$ cat src/rtl/fetch_stage_pkg.sv
// fetch_stage_pkg: opcodes, field positions, defaults and helpers shared by the fetch stage.
package fetch_stage_pkg;
  localparam logic [3:0] OP_LW = 4'b0100;
  localparam logic [3:0] OP_SW = 4'b0101;
  localparam logic [3:0] OP_LM = 4'b0110;
  localparam logic [3:0] OP_SM = 4'b0111;
  localparam logic [15:0] BUBBLE_IR_DEF = 16'hFFFF;
  localparam logic [15:0] RESET_PC_DEF = 16'h0000;
  localparam int RA_MSB = 11;
  localparam int RA_LSB = 9;
  localparam int RB_MSB = 8;
  localparam int RB_LSB = 6;
  localparam int BM_MSB = 7;
  localparam int BM_LSB = 0;
  typedef struct packed {
    logic [15:0] pc;
    logic [15:0] ir;
    logic        valid;
  } pipe1_t;
  function automatic logic [3:0] popcount8(input logic [7:0] v);
    popcount8 = 4'd0;
    for (int i = 0; i < 8; i++) popcount8 = popcount8 + {3'd0, v[i]};
  endfunction
endpackage

$ cat src/rtl/fetch_stage_lmsm_seq.sv
// lmsm_seq: picks the next LM/SM register (base register last for LM) and its memory offset.
module lmsm_seq
  import fetch_stage_pkg::*;
(
  input  logic [7:0] rem,
  input  logic [7:0] orig,
  input  logic [2:0] ra,
  input  logic       is_lm,
  output logic [2:0] idx,
  output logic [2:0] k,
  output logic       last
);
  logic [7:0] no_base, pick, below;
  logic [3:0] cnt;
  always_comb begin
    no_base = rem & ~(8'b1 << ra);
    pick = (is_lm && no_base != 8'd0) ? no_base : rem;
    idx = 3'd0;
    for (int i = 7; i >= 0; i--) if (pick[i]) idx = 3'(i);
    below = orig & ((8'b1 << idx) - 8'd1);
    cnt = popcount8(below);
    k = cnt[2:0];
    last = (rem & (rem - 8'd1)) == 8'd0;
  end
endmodule

$ cat src/rtl/fetch_stage.sv
// fetch_stage: PC owner and pipe1 filler; expands LM/SM into single LW/SW micro-ops.
module fetch_stage
  import fetch_stage_pkg::*;
#(
  parameter logic [15:0] RESET_PC  = RESET_PC_DEF,
  parameter logic [15:0] BUBBLE_IR = BUBBLE_IR_DEF
) (
  input  logic        clk,
  input  logic        rst_n,
  output logic [15:0] imem_addr,
  input  logic [15:0] imem_data,
  input  logic        stall,
  input  logic        redirect,
  input  logic [15:0] redirect_pc,
  output logic [15:0] pipe1_pc,
  output logic [15:0] pipe1_ir,
  output logic        pipe1_valid,
  output logic        lmsm_busy
);
  localparam logic [0:0] IDLE = 1'b0;
  localparam logic [0:0] SEQ  = 1'b1;
  logic [0:0]  state_q, state_d;
  logic [15:0] pc_q, pc_d;
  logic [7:0]  rem_q, rem_d, orig_q, orig_d;
  logic [2:0]  ra_q, ra_d;
  logic        lm_q, lm_d;
  pipe1_t      pipe1_q, pipe1_d;
  logic        in_seq, is_lmsm, seq_lm, last;
  logic [7:0]  seq_rem, seq_orig, rem_left;
  logic [2:0]  seq_ra, idx, k;
  logic [15:0] uop;
  lmsm_seq u_seq (
    .rem  (seq_rem),
    .orig (seq_orig),
    .ra   (seq_ra),
    .is_lm(seq_lm),
    .idx  (idx),
    .k    (k),
    .last (last)
  );
  // In SEQ the pick logic runs on the latched instruction, otherwise on the word being fetched.
  always_comb begin
    in_seq = state_q == SEQ;
    is_lmsm = imem_data[15:13] == OP_LM[3:1];
    seq_rem = in_seq ? rem_q : imem_data[BM_MSB:BM_LSB];
    seq_orig = in_seq ? orig_q : imem_data[BM_MSB:BM_LSB];
    seq_ra = in_seq ? ra_q : imem_data[RA_MSB:RA_LSB];
    seq_lm = in_seq ? lm_q : imem_data[12] == OP_LM[0];
    uop = {seq_lm ? OP_LW : OP_SW, idx, seq_ra, 3'b000, k};
    rem_left = seq_rem & ~(8'b1 << idx);
    state_d = state_q;
    pc_d = pc_q;
    rem_d = rem_q;
    orig_d = orig_q;
    ra_d = ra_q;
    lm_d = lm_q;
    pipe1_d = pipe1_q;
    if (redirect) begin
      pc_d = redirect_pc;
      pipe1_d = '{pc: pipe1_q.pc, ir: BUBBLE_IR, valid: 1'b0};
      state_d = IDLE;
      rem_d = 8'd0;
    end else if (!stall) begin
      if (in_seq) begin
        pipe1_d = '{pc: pc_q, ir: uop, valid: 1'b1};
        rem_d = rem_left;
        if (last) begin
          pc_d = pc_q + 16'd1;
          state_d = IDLE;
        end
      end else if (!is_lmsm) begin
        pipe1_d = '{pc: pc_q, ir: imem_data, valid: 1'b1};
        pc_d = pc_q + 16'd1;
      end else if (imem_data[BM_MSB:BM_LSB] == 8'd0) begin
        pipe1_d = '{pc: pipe1_q.pc, ir: BUBBLE_IR, valid: 1'b0};
        pc_d = pc_q + 16'd1;
      end else begin
        pipe1_d = '{pc: pc_q, ir: uop, valid: 1'b1};
        if (last) pc_d = pc_q + 16'd1;
        else begin
          state_d = SEQ;
          rem_d = rem_left;
          orig_d = seq_orig;
          ra_d = seq_ra;
          lm_d = seq_lm;
        end
      end
    end
  end
  // pc stays on the parent LM/SM while in SEQ, so it doubles as the latched parent PC.
  always_ff @(posedge clk or negedge rst_n) begin
    if (!rst_n) begin
      state_q <= IDLE;
      pc_q <= RESET_PC;
      rem_q <= 8'd0;
      orig_q <= 8'd0;
      ra_q <= 3'd0;
      lm_q <= 1'b0;
      pipe1_q <= '{pc: 16'd0, ir: BUBBLE_IR, valid: 1'b0};
    end else begin
      state_q <= state_d;
      pc_q <= pc_d;
      rem_q <= rem_d;
      orig_q <= orig_d;
      ra_q <= ra_d;
      lm_q <= lm_d;
      pipe1_q <= pipe1_d;
    end
  end
  assign imem_addr = pc_q;
  assign pipe1_pc = pipe1_q.pc;
  assign pipe1_ir = pipe1_q.ir;
  assign pipe1_valid = pipe1_q.valid;
  assign lmsm_busy = state_q == SEQ;
endmodule
$ cat config.mk
export PLATFORM = sky130hd
export DESIGN_NAME = fetch_stage
export DESIGN_NICKNAME = d
export VERILOG_FILES = /design/src/rtl/fetch_stage_pkg.sv /design/src/rtl/fetch_stage_lmsm_seq.sv /design/src/rtl/fetch_stage.sv
export SDC_FILE = /design/constraint.sdc
export NUM_CORES = 1
export LEC_CHECK = 0
export BUFFER_PORTS_ARGS = -buffer_cell sky130_fd_sc_hd__clkbuf_2
export CORE_MARGIN = 5
export CORE_UTILIZATION = 35
export CTS_CLUSTER_SIZE = 25
export DETAILED_ROUTE_END_ITERATION = 6
export PLACE_DENSITY = 0.58
export SLEW_MARGIN = 10
export SYNTH_ARGS = -nofsm -noshare
export SYNTH_HDL_FRONTEND = slang
export SYNTH_SLANG_ARGS = --single-unit
export TNS_END_PERCENT = 20
$ cat constraint.sdc
create_clock -name clk -period 8.75 [get_ports clk]
set_input_delay 0 -clock clk [delete_from_list [all_inputs] [get_ports clk]]
set_output_delay 0 -clock clk [all_outputs]
set_load 0.005 [all_outputs]
==> metrics.md, run 1 <==
| Metric | Value |
|---|---|
| Status | `finished, final reports clean` |
| Starting Density | `about 36%` |
| Switch share | `28.1%` |
| Leakage Power | `0.00229 uW` |
| Clock sink count | `69` |
| Max-slew headroom | `27.1%` |
| Max-Cap Viols | `0` |
| Comb pwr share | `21.0%` |
| Die height | `119 um` |
| Setup TNS | `0 ns` |
| Post-synthesis adder-cell area fraction | `3.36%` |
| Yosys top cell area share | `31.8%` |
| Crit Path Category | `reg2reg` |
| Vias | `~3700` |
| Clock power frac | `38.2%` |
| Syn Area/Cell | `~10 um^2` |
| Dpl hpwl | `8700 um` |
| R2R cell count | `19` |
| WP data arrival | `6.27 ns` |
| Initial antenna violation count | `0` |
| Levels on crit path | `19` |
| First-pass GRT wire length | `just under 20000 um` |
| Clock slew at reported path FFs | `about 0.050 ns` |
| Fmax | `165 MHz` |
| CP required | `about 9.0 ns` |
| Critical path's largest stage delay | `approximately 0.88 ns` |
| Net Sw Power | `274 uW` |
| Antenna-violating nets left | `0` |
| Number of synthesized flops with an enable pin | `0` |
| 1st-iter DRT viols | `249` |
| Ranking of synthesized cells by area | `dfrtp_1, dfstp_2, mux2_2, nand2_1, mux2i_1` |
| Final GP Congestion | `~0.87` |
| Avg WL per Cell | `17.8 um` |
| 1st-pass router iterations | `5` |
| WP buf/inv | `4` |
| CP Capture Type | `flip-flop` |
| Part of the cycle the worst path needs | `69.1%` |
| Least-Margin Pin Slew | `1.09 ns` |
| Worst setup SP type | `flip-flop` |
| Synth cell types | `67` |
| Crit path max-delay family | `adder cells` |
| Post-Synthesis Cell Area | `around 4200 um^2` |
| CP cell instances | `mux2i_1, a31oi_1, o21ai_1, a41oi_2, nand3_1, mux2i_1, a2bb2oi_2, a21oi_1, ha_1, inv_1, fa_1, inv_1, fa_1, inv_1, fa_1, inv_1, fa_1, o22ai_1, o211ai_1` |
| Final net count | `562` |
| Synth-to-Final Area Change | `25.7%` |
| Vias per cell | `roughly 5.5` |
| CP max stage cell | `mux2i_1` |
| IO Port Bufs | `85` |
| Largest family of logic cells by synthesized area | `compound AO/OA/AOI/OAI gates` |
| Register area share after synthesis | `41.8%` |
| Total gr overflow | `0` |
| Fin crit period | `6.05 ns` |
| Syn nets | `461` |
| N_diodes | `0` |
| CP Max Fanout | `12` |
| Synthesized flop and latch total | `between 60 and 70` |
| Area fraction in and, or, nand and nor cells after synthesis | `14.1%` |
| Hold Crit Class | `in2reg` |
| Pwr Density | `186 nW/um^2` |
| Gr usage total | `between 10% and 20%` |
| Cts hold-fix bufs | `24` |
| Num CTS Buffers | `9` |
| Die Wd | `119 um` |
| CORE AREA | `11600 um^2` |
| Rows | `39` |
| CTS-repair resized insts | `0` |
| Post-Synth XOR/XNOR Area | `3.36%` |
| Ys async rst share | `100%` |
| Clock skew | `between 0.008 and 0.009 ns` |
| Die area | `about 14000 um^2` |
| I/O pins | `86` |
| Dpl cell area | `about 4700 um^2` |
| Top cell type by total area after synthesis | `dfrtp_1` |
| Synthesized instance count | `418` |
| Internal | `700 uW` |
| Post-synthesis mux area share | `about 14%` |
| RSZ-0062 raised after global routing | `false` |
| CTS tree | `yes` |
| Peak supply drop | `0.0000656 V` |
| Slew Limit Fails | `0` |
| Sequential fraction of design power | `40.8%` |
| Largest net degree at the start of global routing | `70` |
| DRC viols | `0` |
| Post-synthesis compound-gate area fraction | `19.7%` |
| Ys Warns | `0` |
| Design area | `5250 um^2` |
| Post-CTS setup buffers | `0` |
| # setup viols final | `0` |
| H-tree levels | `3` |
| Final hold vios | `0` |
| Root Buffer | `clkbuf_16` |
| Clock Tree Buf Depth | `2` |
| Final wirelength | `11800 um` |
| Vias in the first global route | `around 3700` |
| Worst-Skew Late Latency | `0.33 ns` |
| Share of layout cells above drive strength 1 | `31.0%` |
| Most common flop cell mapped by yosys | `dfrtp_1` |
| Fill cells | `1121` |
| Hold-critical path depth | `2` |
==> synth_stat cells (3+ instances only) <==
cell / n
a21o_1: 5
a21oi_1: 20
a31oi_1: 5
a32o_1: 4
and2_1: 3
and3_1: 5
buf_6: 3
clkbuf_1: 12
dfrtp_1: 53
dfstp_2: 16
fa_1: 4
ha_1: 3
inv_1: 8
mux2_1: 8
mux2_2: 20
mux2_4: 4
mux2i_1: 12
mux2i_4: 3
nand2_1: 59
nand3_1: 8
nand4_1: 8
nor2_1: 23
nor2b_1: 6
nor3_1: 4
nor4_1: 3
o211ai_1: 12
o21ai_0: 17
o21ai_1: 18
o22ai_1: 6
o31ai_1: 3
xnor2_1: 3
xor2_1: 13
==> power groups by stage <==
stage / clock (uW) / combinational [uW] / sequential [uW]
detailed placement: 0 / 197 / 402
floorplan: 0 / 120 / 397
global placement: 0 / 194 / 400
global route: 397 / 228 / 403
CTS: 381 / 206 / 397
finish: 372 / 205 / 397
==> worst reg2reg max path, delay by kind of cell (launching register included) <==
| kind | cells | cell delay [ns] |
|---|---|---|
| simple gates | 1 | 0.20 |
| mux | 2 | 1.18 |
| fa+ha+maj | 5 | 2.18 |
| buf+inv | 4 | 0.23 |
| compound gates | 7 | 1.60 |
| flops | 1 | 0.56 |
==> flip-flops by register name, indices dropped and copies added, names as in the netlist, 3 cells and up <==
name,flops
imem_addr,16
orig_q,7
pipe1_pc,16
ra_q,3
rem_q,8
pipe1_ir,16
==> cell type report <==
class / instances / area [um^2] / area share, %
multi-input cells: 320 / 2300 / 43.9
flip-flops and latches: 69 / 1750 / 33.3
repair buffers: 111 / 681 / 13.0
clock buffers: 14 / 274 / 5.22
well taps: 143 / 179 / 3.41
clock inverters: 1 / 30.0 / 0.572
inverters: 8 / 30.0 / 0.572
==> cell families after synthesis <==
logic type / Yosys count
adders and majority gates: 9
and+or+nand+nor: 127
xor gates and xnor gates: 16
buffers and inverters: 29
DFF: 69
muxes: 49
other: 1
AOI/OAI and AO/OA: 118
==> worst paths after layout <==
path	startpoint	end	slack, ns
max in group asynchronous	rst_n	lmsm_busy	7.71
setup / recovery	lmsm_busy	pipe1_ir[1]	2.70
hold reg to reg	orig_q[3]	orig_q[3]	0.49
min in group asynchronous	rst_n	pipe1_pc[14]	0.40
setup reg to reg	lmsm_busy	pipe1_ir[1]	2.70
hold / removal	imem_data[5]	orig_q[5]	0.01
==> cell usage in the layout, fill, tap and decap left out, types with 5 or more instances in the layout <==
master / Yosys / layout
nand2_1: 59 / 59
clkbuf_2: 0 / 84
o22ai_1: 6 / 6
dfrtp_1: 53 / 52
xor2_1: 13 / 13
dlygate4sd3_1: 0 / 24
o21ai_0: 17 / 17
nor2b_1: 6 / 6
nor2_1: 23 / 23
dfstp_2: 16 / 16
mux2_1: 8 / 8
a21oi_1: 20 / 20
o21ai_1: 18 / 18
and3_1: 5 / 5
mux2i_1: 12 / 12
o211ai_1: 12 / 12
inv_1: 8 / 8
a21o_1: 5 / 5
nand4_1: 8 / 8
mux2_2: 20 / 20
a31oi_1: 5 / 5
nand3_1: 8 / 8
clkbuf_16: 0 / 9
==> per-layer routing <==
layer	share of wire (%)	wire length (um)	GRT usage, %
met5	0	0	0
met4	1.3	153	5.14
met3	4.9	582	3.74
met2	48	5680	27.7
met1	46	5420	22.1
==> per-stage QoR <==
stage / power (uW) / setup WS [ns] / hold WS, ns / std cells / utilization (%)
finish: 975 / 2.70 / 0.0117 / 666 / 45.4
global route: 1030 / 2.34 / 0.0173 / 666 / 45.4
CTS: 984 / 2.79 / 0.00392 / 666 / 45.4
detailed placement: 599 / 2.81 / 0.219 / 627 / 40.7
global placement: 594 / 2.94 / 0.215 / 627 / 40.7
floorplan: 517 / 3.75 / -0.296 / 418 / -
Power figures use the tool's default switching activity.
==> run 2, diff against run 1 <==
clock period = 6.1 ns   (was 8.75 ns; I/O delays follow)
==> run 2 against run 1 <==
Net effect:
- wire length rose by 3.7%
- worst hold slack improved by 0.00091 ns
- clock skew fell by 0.0032 ns
- maximum frequency rose by 9.7%
- sequential share of layout area shrank 0.62 points
- final cell count grew 1.4%
- clock power rose by 54%
- sequential cell count unchanged
- critical path depth grew 1
- first-iteration DRC count rose by 27%
- non-clock buffer count rose by 8
- sequential power grew 43%
==> metrics.md, run 2 (synthesis results as in run 1) <==
| Metric | Value |
|---|---|
| Status | `finished, final reports clean` |
| Clock sink count | `69` |
| Crit Path Category | `reg2reg` |
| Setup TNS | `0 ns` |
| First-pass GRT wire length | `19900 um` |
| Final wirelength | `12300 um` |
| Clock Tree Buf Depth | `2` |
| Place WS | `0.646 ns` |
| Commonest non-fill, non-tap cell in the layout | `clkbuf_2` |
| Clock skew | `0.00566 ns` |
| Initial antenna violation count | `0` |
| CTS tree | `yes` |
| Antenna-violating nets left | `0` |
| Vias in the first global route | `between 3000 and 4000` |
| DRC viols | `0` |
| Post-CTS setup buffers | `0` |
| Least-Margin Pin Slew | `between 1 and 1.5 ns` |
| 1st-iter DRT viols | `~320` |
| Leakage Power | `0.00233 uW` |
| CP Capture Type | `flip-flop` |
| WP data arrival | `5.76 ns` |
| CP required | `6.35 ns` |
| Fin crit period | `5.52 ns` |
| Worst flop-to-flop path startpoint | `lmsm_busy` |
| R2R cell count | `20` |
| CP Max Fanout | `47` |
| 1st-pass router iterations | `5` |
| Clock power frac | `about 40%` |
| Gr usage total | `17.6%` |
| Peak supply drop | `around 0.00014 V` |
| Clock slew at reported path FFs | `0.06 ns` |
| Max-slew headroom | `23.6%` |
| Rows | `39` |
| Vias per cell | `5.54` |
| Hold Startpoint | `imem_data[3]` |
| Final GP Congestion | `approximately 0.85` |
| Fmax | `181 MHz` |
| Hold EP | `orig_q[3]` |
| Pwr Density | `270 nW/um^2` |
| Worst setup SP type | `flip-flop` |
| Root Buffer | `clkbuf_16` |
| Setup WS post-layout | `0.584 ns` |
| Comb pwr share | `21.0%` |
| Total power | `1450 uW` |
| CORE AREA | `11600 um^2` |
| Slew Limit Fails | `0` |
| Total gr overflow | `0` |
| Worst-Skew Late Latency | `between 0.3 and 0.4 ns` |
| Final hold vios | `0` |
| R2R Setup Slk | `0.58 ns` |
| # setup viols final | `0` |
| Switch share | `29.4%` |
| Avg WL per Cell | `18.2 um` |
| IO Port Bufs | `85` |
| Largest net degree at the start of global routing | `70` |
| Starting Density | `36.1%` |
| Hold Crit Class | `in2reg` |
| Share of layout cells above drive strength 1 | `a little under a third` |
| H-tree levels | `3` |
| N_diodes | `0` |
| Num CTS Buffers | `9` |
| Die height | `119 um` |
| Internal | `1020 uW` |
| Part of the cycle the worst path needs | `90.4%` |
| CTS-repair resized insts | `0` |
| Max-Cap Viols | `0` |
| Sequential fraction of design power | `39.4%` |
| Die Wd | `about 120 um` |
| Dpl hpwl | `8830 um` |
| Die area | `roughly 14000 um^2` |
| RSZ-0062 raised after global routing | `false` |
| Commonest cells after routing, fill and taps aside | `clkbuf_2, nand2_1, dfrtp_1` |
| Hold-critical path depth | `2` |
| Vias | `~3700` |
| Net Sw Power | `425 uW` |
| FF-to-FF End | `pipe1_ir[1]` |
| Synth-to-Final Area Change | `28.0%` |
| I/O pins | `86` |
| Final net count | `570` |
==> run 2: power groups by stage <==
stage	logic [uW]	registers, uW	clock network (uW)
floorplan	172	570	0
global placement	289	573	0
detailed placement	290	576	0
CTS	305	569	588
global route	335	578	606
finish	303	569	573
==> run 2: final cells by class <==
cell class	instances	area (um^2)
timing repair buffer	119	761
fill	1069	6220
inverter	8	30.0
sequential	69	1750
clock inverter	7	97.6
clock buffer	9	225
tap	143	179
multi-input combinational	320	2300
==> run 2: worst max-delay path, stage by stage (launching register included) <==
cell and delay, ns:
dfrtp_2 0.39, buf_12 0.27, mux2_4 0.38, a31oi_1 0.23, o21ai_1 0.14, a41oi_2 0.40
a32o_1 0.38, nand2_1 0.10, o21ai_0 0.30, a21oi_1 0.14, ha_1 0.30, inv_1 0.05
fa_1 0.52, inv_1 0.05, fa_1 0.52, inv_1 0.06, fa_1 0.42, inv_1 0.08
fa_1 0.40, o22ai_1 0.17, o211ai_1 0.10
==> run 2: per-stage QoR <==
step	utilization [%]	cells	area (um^2)	hold slack [ns]
6_report	46.2	675	5350	0.0126
5_1_grt	46.2	675	5350	0.0244
4_1_cts	46.2	675	5350	0.00285
3_5_place_dp	41.1	632	4750	0.218
3_3_place_gp	41.1	632	4750	0.217
2_1_floorplan	-	418	4180	-0.296
==> run 2: how the worst max path moves through the flow <==
stage / slack (ns) / cells past startpoint / to / start
floorplan: 1.10 / 20 / pipe1_ir[1] / lmsm_busy
global placement: 0.71 / 20 / pipe1_ir[1] / lmsm_busy
detailed placement: 0.65 / 20 / pipe1_ir[1] / lmsm_busy
CTS: 0.62 / 20 / pipe1_ir[1] / lmsm_busy
global route: 0.24 / 20 / pipe1_ir[1] / lmsm_busy
finish: 0.58 / 20 / pipe1_ir[1] / lmsm_busy
==> run 2: what timing repair did <==
item                                    4_1_cts  5_1_grt
hold buffers                                 27        0
endpoints found under the setup margin        0        0
endpoints found under the hold margin        79        0
==> run 2: layer usage <==
layer  wire length (um)  share of wire, %  global-route usage [%]
met1               5580                45                    23.2
met2               5820                47                    28.7
met3                695               5.7                    4.36
met4                191               1.6                    5.36
met5                  0                 0                       0
==> run 3, diff against run 2 <==
CORE_UTILIZATION = 55   (was 35)
PLACE_DENSITY = 0.83   (was 0.58)
==> run 3 against run 2 <==
Net effect:
- sequential power is 1% higher
- critical path type unchanged
- wire length is 0.25% higher
- critical path depth stayed put
- final area is 2.9% lower
- clock power is 21% lower
- non-clock buffer count is 1 lower
- clock-buffer cell count is 1 higher
- worst hold slack better by 0.011 ns
- first-iteration DRC count is 0.63% lower
- maximum frequency is 3.9% lower
- final cell count is 6.7% lower
- setup slack worse by 0.22 ns
- critical endpoint unchanged
==> metrics.md, run 3 (synthesis results as in run 1) <==
| Metric | Value |
|---|---|
| Vias | `between 3000 and 4000` |
| CP required | `6.35 ns` |
| Die Wd | `97.1 um` |
| Comb pwr share | `22.7%` |
| Place WS | `0.439 ns` |
| Least-Margin Pin Slew | `between 1 and 1.5 ns` |
| Fill cells | `515` |
| RSZ-0062 raised after global routing | `false` |
| Clock power frac | `roughly a third` |
| Peak supply drop | `~0.00016 V` |
| CP cell instances | `buf_4, mux2i_2, nand2_1, o221ai_2, a41oi_2, a31oi_2, inv_1, o21ai_0, a21oi_1, ha_1, inv_1, fa_1, inv_1, fa_1, inv_1, fa_1, inv_1, fa_1, o22ai_1, o211ai_1` |
| 1st-iter DRT viols | `315` |
| Clock skew | `0.0197 ns` |
| Clock Tree Buf Depth | `2` |
| CP Capture Type | `flip-flop` |
| Final hold vios | `0` |
| Share of layout cells above drive strength 1 | `31.6%` |
| Synth-to-Final Area Change | `24.2%` |
| Internal | `932 uW` |
| CTS tree | `yes` |
| Clock sink count | `69` |
| Max-Cap Viols | `0` |
| Rows | `31` |
| Gr usage total | `a little over a quarter` |
| Non-Filler Instances | `630` |
| Commonest non-fill, non-tap cell in the layout | `clkbuf_2` |
| Dpl hpwl | `8660 um` |
| Placed Instances | `587` |
| WP data arrival | `5.99 ns` |
| 1st-pass router iterations | `5` |
| Final net count | `about 570` |
| CORE AREA | `between 7000 and 8000 um^2` |
| Crit Path Category | `reg2reg` |
| Root Buffer | `clkbuf_8` |
| Critical path's largest stage delay | `0.84 ns` |
| Most used cell, CP | `inv_1` |
| Worst-Skew Late Latency | `roughly 0.36 ns` |
| Total gr overflow | `0` |
| Status | `finished, final reports clean` |
| CP Max Fanout | `28` |
| IO Port Bufs | `85` |
| Vias per cell | `6.17` |
| Setup WS post-layout | `0.361 ns` |
| Starting Density | `57.0%` |
| Num CTS Buffers | `9` |
| Met2 Routed Length | `around 6000 um` |
| N_diodes | `0` |
| Fmax | `174 MHz` |
| First-pass GRT wire length | `between 20000 and 25000 um` |
| Commonest cells after routing, fill and taps aside | `clkbuf_2, nand2_1, dfrtp_1` |
| Clock slew at reported path FFs | `around 0.070 ns` |
| Final GP Congestion | `0.948` |
| Leakage Power | `about 0.0023 uW` |
| Die height | `97.1 um` |
| Worst setup SP type | `flip-flop` |
| Switch share | `30.0%` |
| Net Sw Power | `400 uW` |
| Slew Limit Fails | `0` |
| Wl on met1 | `5070 um` |
| Avg WL per Cell | `roughly 20 um` |
| R2R Setup Slk | `0.36 ns` |
| Max-slew headroom | `a little under a quarter` |
| DRC viols | `0` |
| Hold Crit Class | `in2reg` |
| Hold slack | `~0.024 ns` |
| Sequential fraction of design power | `43.2%` |
| Largest net degree at the start of global routing | `70` |
| # setup viols final | `0` |
| Final Util | `70.8%` |
| Fin crit period | `between 5 and 6 ns` |
| Pwr Density | `257 nW/um^2` |
| Final wirelength | `12300 um` |
| H-tree levels | `3` |
| CP max stage cell | `dfrtp_2` |
| Part of the cycle the worst path needs | `94.1%` |
| DR WL met3 | `between 900 and 1000 um` |
| Vias in the first global route | `a little under 4000` |
| I/O pins | `86` |
| Die area | `9430 um^2` |
| Initial antenna violation count | `0` |
| Antenna-violating nets left | `0` |
| Top layer in use | `met4` |
| Setup TNS | `0 ns` |
## run 3: cell count changes in the layout (fill, tap and decap cells not counted), sizes merged
| cell | before | now |
|---|---|---|
| buf | 8 | 7 |
| clkinv | 2 | 3 |
| clkinvlp | 2 | 0 |
| inv | 9 | 8 |
| bufinv | 2 | 3 |
| clkbuf | 93 | 94 |
## run 3: critical path, delay by kind of cell (launching register included)
family	cells	cell delay [ns]
buf+inv	6	0.66
mux	1	0.36
flops	1	0.84
fa+ha+maj	5	2.18
simple gates	1	0.15
compound gates	7	1.44
## run 3: through the flow
stage	power [uW]	instance area, um^2
2_1_floorplan	742	4180
3_3_place_gp	852	4680
3_5_place_dp	865	4680
4_1_cts	1330	5190
5_1_grt	1390	5190
6_report	1330	5190
## run 3: layer usage
| layer | track usage, % | vias to the layer above |
|---|---|---|
| met4 | 8.96 | 0 |
| met2 | 43.0 | 206 |
| li1 | - | 1764 |
| met3 | 4.52 | 21 |
| met5 | 0 | - |
| met1 | 34.7 | 1895 |
## run 3: path summary, 6_finish.rpt
| path | from | cells after the start | to |
|---|---|---|---|
| min in group asynchronous | rst_n | 3 | rem_q[0] |
| worst max-delay path | lmsm_busy | 20 | pipe1_ir[1] |
| worst max register to register | lmsm_busy | 20 | pipe1_ir[1] |
| worst min-delay path | imem_data[8] | 3 | pipe1_ir[8] |
| worst min register to register | lm_q | 2 | lm_q |
| max in group asynchronous | rst_n | 3 | lmsm_busy |
## run 3: power groups by stage
stage | Combinational, uW | Sequential [uW] | Clock (uW)
after global routing | 331 | 582 | 478
final | 303 | 575 | 455
after detailed placement | 285 | 580 | 0
after floorplan | 172 | 570 | 0
after global placement | 277 | 575 | 0
after CTS | 300 | 573 | 456
## run 3: area by class of cell
cell class / instances / area (um^2) / share of cell area [%]
clock buffer: 10 / 128 / 2.46
inverter: 8 / 30.0 / 0.579
timing repair buffer: 118 / 741 / 14.3
clock inverter: 6 / 113 / 2.17
sequential: 69 / 1750 / 33.7
multi-input combinational: 320 / 2300 / 44.4
tap: 99 / 124 / 2.39
## run 3: timing repair
item | CTS | global route
hold buffers | 27 | 0
setup buffers | 0 | 0
endpoints found under the hold margin | 79 | 0
resized for setup | 0 | 0
